File: src/rtl/control_ciclos.sv
// Cycle scheduler: arms with button a, counts run requests on b, then runs the
// actuator (encender) that many times with a fixed low gap between runs.
module control_ciclos #(
  parameter int unsigned MAX_CYCLES = 7,
  parameter int unsigned CNT_W      = 3,
  parameter int unsigned GAP_CYCLES = 4,
  parameter int unsigned TIMEOUT    = 255
) (
  input  logic             clk,
  input  logic             rst,
  input  logic             a,
  input  logic             b,
  input  logic             finished,
  output logic             encender,
  output logic             listo,
  output logic             error,
  output logic [2:0]       estado,
  output logic [CNT_W-1:0] ciclos_pend
);

  localparam int unsigned TMO_W = $clog2(TIMEOUT + 1);
  localparam int unsigned GAP_W = $clog2(GAP_CYCLES + 1);

  localparam logic [2:0] IDLE  = 3'd0;
  localparam logic [2:0] ARMED = 3'd1;
  localparam logic [2:0] RUN   = 3'd2;
  localparam logic [2:0] GAP   = 3'd3;
  localparam logic [2:0] DONE  = 3'd4;
  localparam logic [2:0] ERROR = 3'd5;

  logic [2:0]       state, state_nxt;
  logic             a_r, b_r, f_r;
  logic [CNT_W-1:0] count_req, count_nxt;
  logic [CNT_W-1:0] done_cnt, done_nxt;
  logic [TMO_W-1:0] tmo_cnt, tmo_nxt;
  logic [GAP_W-1:0] gap_cnt, gap_nxt;
  logic             a_rise, b_rise, f_rise;
  logic [CNT_W-1:0] done_inc;
  logic             enc_nxt, listo_nxt, error_nxt;
  logic [CNT_W-1:0] pend_nxt;

  assign a_rise   = a & ~a_r;
  assign b_rise   = b & ~b_r;
  assign f_rise   = finished & ~f_r;
  assign done_inc = CNT_W'(done_cnt + 1'b1);
  assign estado   = state;

  // State, counters, edge history and registered Moore outputs
  always_ff @(posedge clk) begin
    if (rst) begin
      state       <= IDLE;
      a_r         <= 1'b0;
      b_r         <= 1'b0;
      f_r         <= 1'b0;
      count_req   <= '0;
      done_cnt    <= '0;
      tmo_cnt     <= '0;
      gap_cnt     <= '0;
      encender    <= 1'b0;
      listo       <= 1'b0;
      error       <= 1'b0;
      ciclos_pend <= '0;
    end else begin
      state       <= state_nxt;
      a_r         <= a;
      b_r         <= b;
      f_r         <= finished;
      count_req   <= count_nxt;
      done_cnt    <= done_nxt;
      tmo_cnt     <= tmo_nxt;
      gap_cnt     <= gap_nxt;
      encender    <= enc_nxt;
      listo       <= listo_nxt;
      error       <= error_nxt;
      ciclos_pend <= pend_nxt;
    end
  end

  // Next-state and counter update; abort on a outranks finished and timeout
  always_comb begin
    state_nxt = state;
    count_nxt = count_req;
    done_nxt  = done_cnt;
    tmo_nxt   = tmo_cnt;
    gap_nxt   = gap_cnt;
    case (state)
      IDLE: begin
        if (a_rise) begin
          state_nxt = ARMED;
          count_nxt = '0;
          done_nxt  = '0;
        end
      end
      ARMED: begin
        if (a_rise) begin
          if (count_req != '0) begin
            state_nxt = RUN;
            tmo_nxt   = '0;
          end else begin
            state_nxt = IDLE;
          end
        end else if (b_rise && (count_req < CNT_W'(MAX_CYCLES))) begin
          count_nxt = CNT_W'(count_req + 1'b1);
        end
      end
      RUN: begin
        if (a_rise) begin
          state_nxt = IDLE;
        end else if (f_rise) begin
          done_nxt = done_inc;
          if (done_inc == count_req) begin
            state_nxt = DONE;
          end else begin
            state_nxt = GAP;
            gap_nxt   = '0;
          end
        end else if (tmo_cnt == TMO_W'(TIMEOUT - 1)) begin
          state_nxt = ERROR;
        end else begin
          tmo_nxt = TMO_W'(tmo_cnt + 1'b1);
        end
      end
      GAP: begin
        if (a_rise) begin
          state_nxt = IDLE;
        end else if (gap_cnt == GAP_W'(GAP_CYCLES - 1)) begin
          state_nxt = RUN;
          tmo_nxt   = '0;
        end else begin
          gap_nxt = GAP_W'(gap_cnt + 1'b1);
        end
      end
      DONE: begin
        if (a_rise) state_nxt = IDLE;
      end
      ERROR: begin
        state_nxt = ERROR;
      end
      default: begin
        state_nxt = IDLE;
      end
    endcase
  end

  // Output decode from the upcoming state so outputs register alongside it
  always_comb begin
    enc_nxt   = (state_nxt == RUN);
    listo_nxt = (state_nxt == DONE);
    error_nxt = (state_nxt == ERROR);
    pend_nxt  = '0;
    if ((state_nxt == ARMED) || (state_nxt == RUN) || (state_nxt == GAP)) begin
      pend_nxt = CNT_W'(count_nxt - done_nxt);
    end
  end

endmodule

File: config.mk
export PLATFORM = sky130hd
export DESIGN_NAME = control_ciclos
export DESIGN_NICKNAME = d
export VERILOG_FILES = /design/src/rtl/control_ciclos.sv
export SDC_FILE = /design/constraint.sdc
export NUM_CORES = 1
export LEC_CHECK = 0
export BUFFER_PORTS_ARGS = -buffer_cell sky130_fd_sc_hd__buf_2
export CAP_MARGIN = 30
export CORE_UTILIZATION = 25
export CTS_CLUSTER_DIAMETER = 80
export DETAILED_ROUTE_END_ITERATION = 7
export PLACE_DENSITY = 0.46
export SLEW_MARGIN = 20
export SYNTH_ARGS = -nofsm -noshare
export SYNTH_HDL_FRONTEND = slang
export SYNTH_SLANG_ARGS = --single-unit
File: constraint.sdc
create_clock -name clk -period 3 [get_ports clk]
set_input_delay 0.15 -clock clk [delete_from_list [all_inputs] [get_ports clk]]
set_output_delay 0.15 -clock clk [all_outputs]
set_load 0.01 [all_outputs]
# --- After elaboration in Yosys (flattened, before gate mapping) ---
# Index checks and enable logic that the tools add are counted.
op_classes:
  mux: 33
  bitwise: 7
  n_eq_ne: 23
  addsub: 5
  magnitude_cmp: 1
  n_reduce_logical: 10
op_table:
  columns: ["operator", "count"]
  rows:
  - ["3-bit 2-to-1 mux", 20]
  - ["8-bit 2-to-1 mux", 7]
  - ["8-bit case mux with 3 select lines", 1]
  - ["2-bit != test (second input constant)", 10]
  - ["3-bit case mux with 2 select lines", 3]
  - ["3-bit case mux with 6 select lines", 1]
  - ["3-bit by 2-bit equality test with 1-bit output (second input constant)", 5]
  - ["3-bit equality test (second input constant)", 4]
  - ["3-bit by 1-bit adder with 3-bit output (second input constant)", 3]
  - ["8-bit by 1-bit adder with 8-bit output (second input constant)", 1]
  - ["8-bit equality test (second input constant)", 1]
  - ["8-bit AND reduction", 1]
  - ["3-bit by 1-bit equality test with 1-bit output (second input constant)", 2]
  - ["6-bit AND reduction", 1]
  - ["3-bit nonzero test", 2]
  - ["1-bit NOT", 4]
  - ["1-bit bitwise AND", 3]
  - ["3-bit equality test", 1]
  - ["3-bit logical NOT", 1]
  - ["3-bit less-than comparator (second input constant)", 1]
  - ["3-bit subtractor", 1]
  - ["1-bit logical OR", 2]
  - ["2-bit 2-to-1 mux", 1]
  - ["2-bit nonzero test", 1]
  - ["2 further kinds", 2]
totals:
  reg_bits: 29
  out_inout_bits: 9
  in_bits: 5
  elab_cells: 91

# --- Depth between registers and ports, before layout ---
depth:
  word_depth: 11
  ltp_mapped: 13
  mapped_depth_nobuf: 11

# --- Worst setup path before layout ---
# Ideal clock, no wire load.
synth_path:
  kind: "reg-to-reg"
  startpoint: "reg a_r"
  endpoint: "reg ciclos_pend[2]"
  path_stages_with_launch: 14
  required_time_ns: 2.885
  setup_slack_ns: 0.680
  setup_time_ns: 0.115
  period_less_slack_ns: 2.320
  path_buffers: 2
  arrival_ns: 2.205
  path_cell_list: "dfxtp_1 > nand2b_1 > buf_6 > clkbuf_1 > nand2_1 > a31oi_1 > o21ai_0 > a22oi_1 > ha_1 > inv_1 > fa_1 > xnor2_1 > xnor2_1 > nor2_1"
synth_between:
  elab_chain_cells: 9
  elab_cells_between_ends: 22
  cone_classes: "add/sub (1); eq/ne (3); mux (12); bitwise (3); reduce/logical (3)"
synth_lines:
  columns: ["element", "line", "text"]
  rows:
  - ["start: declaration", "32", "logic a_r, b_r, f_r;"]
  - ["start signal: assignment", "52", "a_r <= 1'b0;"]
  - ["start signal: assignment", "65", "a_r <= a;"]
  - ["1-bit NOT (*)", "42", "assign a_rise = a & ~a_r;"]
  - ["1-bit bitwise AND (*)", "42", null]
  - ["3-bit 2-to-1 mux, on equally long branches", null, null]
  - ["3-bit case mux with 6 select lines", "86", "case (state)"]
  - ["3-bit by 1-bit equality test with 1-bit output or 3-bit by 2-bit equality test with 1-bit output (tied branches)", "151", "if ((state_nxt == ARMED) || (state_nxt == RUN) || (state_nxt == GAP)) begin"]
  - ["1-bit logical OR (2 in a row)", "151", null]
  - ["1-bit NOT (no source line)", null, null]
  - ["2-bit OR reduction (no source line)", null, null]
  - ["end signal: assignment", "75", "ciclos_pend <= pend_nxt;"]
  - ["end: declaration", "18", "output logic [CNT_W-1:0] ciclos_pend"]
# Every way passes the cells marked *; elsewhere a longest branch is shown, timed or not.
# A chain may end at the register's enable or synchronous reset.

# --- Final worst setup path ---
layout_path:
  startpoint: "reg state[1] (netlist: estado[1])"
  endpoint: "reg ciclos_pend[2]"
layout_between:
  elab_cells_between_ends: 25
  cone_classes: "add/sub (1); eq/ne (8); mux (11); bitwise (1); reduce/logical (4)"
layout_lines:
  columns: ["element", "line", "text"]
  rows:
  - ["start: declaration", "31", "logic [2:0] state, state_nxt;"]
  - ["start signal: assignment", "64", "state <= state_nxt;"]
  - ["3-bit by 2-bit equality test with 1-bit output or 3-bit logical NOT (tied branches)", "86", null]
  - ["3-bit case mux with 2 select lines (*)", "86", null]
  - ["net done_nxt[0]", "34", "logic [CNT_W-1:0] done_cnt, done_nxt;"]
  - ["3-bit subtractor (*)", "152", "pend_nxt = CNT_W'(count_nxt - done_nxt);"]
# Mark *: on every way through the listed nets, which the timed path passes. The rest lies on a longest branch.

==> results.sh <==
export IMPL_powerDensity_mw_per_mm2=432
export IMPL_tightest_slew_ns=0.648
export IMPL_synth_fp_nets=208
export IMPL_synth_edf_count=0
export IMPL_area_growth_syn_to_layout_pct=13.7
export IMPL_coreArea_mm2=0.00606
export IMPL_rsz0062_at_grt="no"
export IMPL_skew_ns=0.00286
export IMPL_worst_ep_arrival_time_ns=2.60
export IMPL_drc=0
export IMPL_utilization_pct=30.3
export IMPL_crit_top_cell="xnor2_1"
export IMPL_yosysSeqAreaShare_pct=36.0
export IMPL_synth_area_per_cell_um2=8.32
export IMPL_critPathBufInv=1
export IMPL_antenna_found_initial=0
export IMPL_hold_end="b_r"
export IMPL_drtIter0Drc=85
export IMPL_portBuffers=13
export IMPL_initial_utilization_pct=26.6
export IMPL_status="finished clean"
export IMPL_vias_per_cell=4.64
export IMPL_synth_warnings=0
export IMPL_r2r_start="estado[1]"
export IMPL_r2r_slack_ns=0.57
export IMPL_grt_max_degree=21
export IMPL_grtUsageTotal_pct=11.9
export IMPL_synth_cells=194
export IMPL_cts_path_max_buffers=2
export IMPL_leakage_nw=0.723
export IMPL_power_w=0.000792
export IMPL_finalSetupTns_ns=0
export IMPL_ys_async_sr_fraction_pct=0
export IMPL_cts_tree="built"
export IMPL_hold_class="in2reg"
export IMPL_vdd_drop_max_mv=0.173
export IMPL_first_global_vias=1316
export IMPL_slew_viol_final=0
export IMPL_die_w_um=82.4
export IMPL_final_nets=223
export IMPL_clkTransAtPathRegs_ns=0.06
export IMPL_crit_family="flip-flops"
export IMPL_ant_nets=0
export IMPL_cts_root_buf="clkbuf_8"
export IMPL_layout_min_cycle_time_ns=2.43
export IMPL_grt_pass1_wl_um=6090
export IMPL_synth_cell_types=41
export IMPL_ys_ff_latch=29
export IMPL_cp_max_fo=16
export IMPL_critical_path_class="reg2reg"
export IMPL_cp_start_kind="flip-flop"
export IMPL_num_antenna_cells=0
export IMPL_cts_resized=0
export IMPL_cpPeakStageDelay_ns=0.63
export IMPL_hold_buffers=0
export IMPL_h_tree_depth=2
export IMPL_rr_worst_depth=9
export IMPL_hold_start="b"
export IMPL_die_area_mm2=0.00678
export IMPL_grt_overflow=0
export IMPL_wirelength_um=3460
export IMPL_r2r_end="ciclos_pend[2]"
export IMPL_synth_flop_cell="dfxtp_1"
export IMPL_period_share_pct=81.1
export IMPL_cp_slowest_cell="dfxtp_1"
export IMPL_post_cts_repair_setup_buffers=0
export IMPL_rows=28
export IMPL_finalHoldViolCount=0
export IMPL_cts_made_buffers=5
export IMPL_floorplan_io_pins=14
export IMPL_end_kind="flip-flop"
export IMPL_max_freq_mhz=411
export IMPL_required_ns=3.17
export IMPL_max_cap_viol_count=0
export IMPL_clk_latency_ns=0.27
export IMPL_place_hpwl_um=2520
export IMPL_routedWlPerCell_um=12.2
export IMPL_final_layout_size_suffix_gt1_share_pct=12.9
export IMPL_place_congestion=0.823
export IMPL_crit_chain="and2b_1 -> nand4b_1 -> o21ai_0 -> ha_1 -> inv_1 -> fa_1 -> xnor2_1 -> xnor2_1 -> nor2_1"
export IMPL_relSlewSlack_pct=56.2
export IMPL_holdPathStages=2
export IMPL_vias=1319
export IMPL_die_h_um=82.4
export IMPL_cts_sinks=29
export IMPL_synth_area_mm2=0.00161
export IMPL_setup_violations=0
export IMPL_drtPass1Iterations=4
area by class of cell:
class,instances,area (µm²)
well taps,75,93.8
fillers,685,4230
multi-input cells,148,953
clock buffers,7,86.3
repair buffers,16,87.6
flip-flops and latches,29,581
inverters,9,33.8
registers in the layout, summed over array words and instances, names as in the netlist, 3 cells and up:
signal	cells
tmo_cnt	8
count_req	3
estado	3
done_cnt	3
gap_cnt	3
ciclos_pend	3
Yosys cell counts, types with 2 or more instances:
library cell  number  area share [%]
nor3_2             2             1.2
a31oi_1            3             1.2
dfxtp_1           29              36
ha_1               8             6.2
xnor2_1            8             4.3
nor3_1             6             1.9
a21oi_1           12             3.7
and2b_1            2            0.93
nand2b_1          10             3.9
nand2_1           12             2.8
nor2b_1            9             3.5
a41oi_1            2             1.1
nand3_1            5             1.6
a22oi_1            2            0.93
buf_6              2             1.4
o21ai_0            8             2.5
and2_1             2            0.78
clkbuf_1           5             1.2
or3_1              8             3.1
and3_1             6             2.3
nor2_1            25             5.8
inv_1              9             2.1
metal layers:
metal	vias up	global-route usage [%]	share of wire, %
met5	-	0	0
met3	7	2.97	5.2
li1	691	-	-
met1	592	15.6	50
met4	0	4.21	1.4
met2	29	18.6	43
worst max-delay path by stage:
stage	startpoint	endpoint	slack, ns	cells after the start
final	estado[1]	ciclos_pend[2]	0.57	9
after global routing	estado[1]	ciclos_pend[2]	0.28	9
after CTS	estado[1]	ciclos_pend[2]	0.58	9
after detailed placement	estado[1]	ciclos_pend[2]	0.57	9
after global placement	count_req[2]	ciclos_pend[2]	0.61	6
after floorplan	a_r	ciclos_pend[2]	0.68	13
report_power, final:
part / internal, W / total, W / switching (W)
Clock: 0.000181 / 0.000317 / 0.000135
Sequential: 0.000390 / 0.000397 / 0.00000693
Combinational: 0.0000311 / 0.0000786 / 0.0000475
Total: 0.000603 / 0.000792 / 0.000190
metrics by stage:
step,cells,setup slack [ns],instance area [µm²],hold slack [ns]
2_1_floorplan,194,0.680,1610,0.278
3_3_place_gp,277,0.607,1750,0.375
3_5_place_dp,277,0.572,1750,0.381
4_1_cts,284,0.576,1840,0.0956
5_1_grt,284,0.276,1840,0.0965
6_report,284,0.568,1840,0.0995
cells in the final DEF (no fill, tap or decap), types with 2 or more instances in the layout:
cell type,instances
dfxtp_1,29
nor2_1,25
buf_2,13
nand2_1,12
a21oi_1,12
nand2b_1,10
inv_1,9
nor2b_1,9
o21ai_0,8
or3_1,8
xnor2_1,8
ha_1,8
and3_1,6
nor3_1,6
clkbuf_8,6
nand3_1,5
a31oi_1,3
buf_4,3
and2_1,2
and2b_1,2
a22oi_1,2
a41oi_1,2
nor3_2,2
kinds of logic after synthesis:
kind of cell	share of synthesized area [%]
xor+xnor	6.36
buf+inv	4.96
flops	36.0
compound gates	14.2
simple gates	31.1
fa+ha+maj	7.44
(Power assumes the default switching activity.)
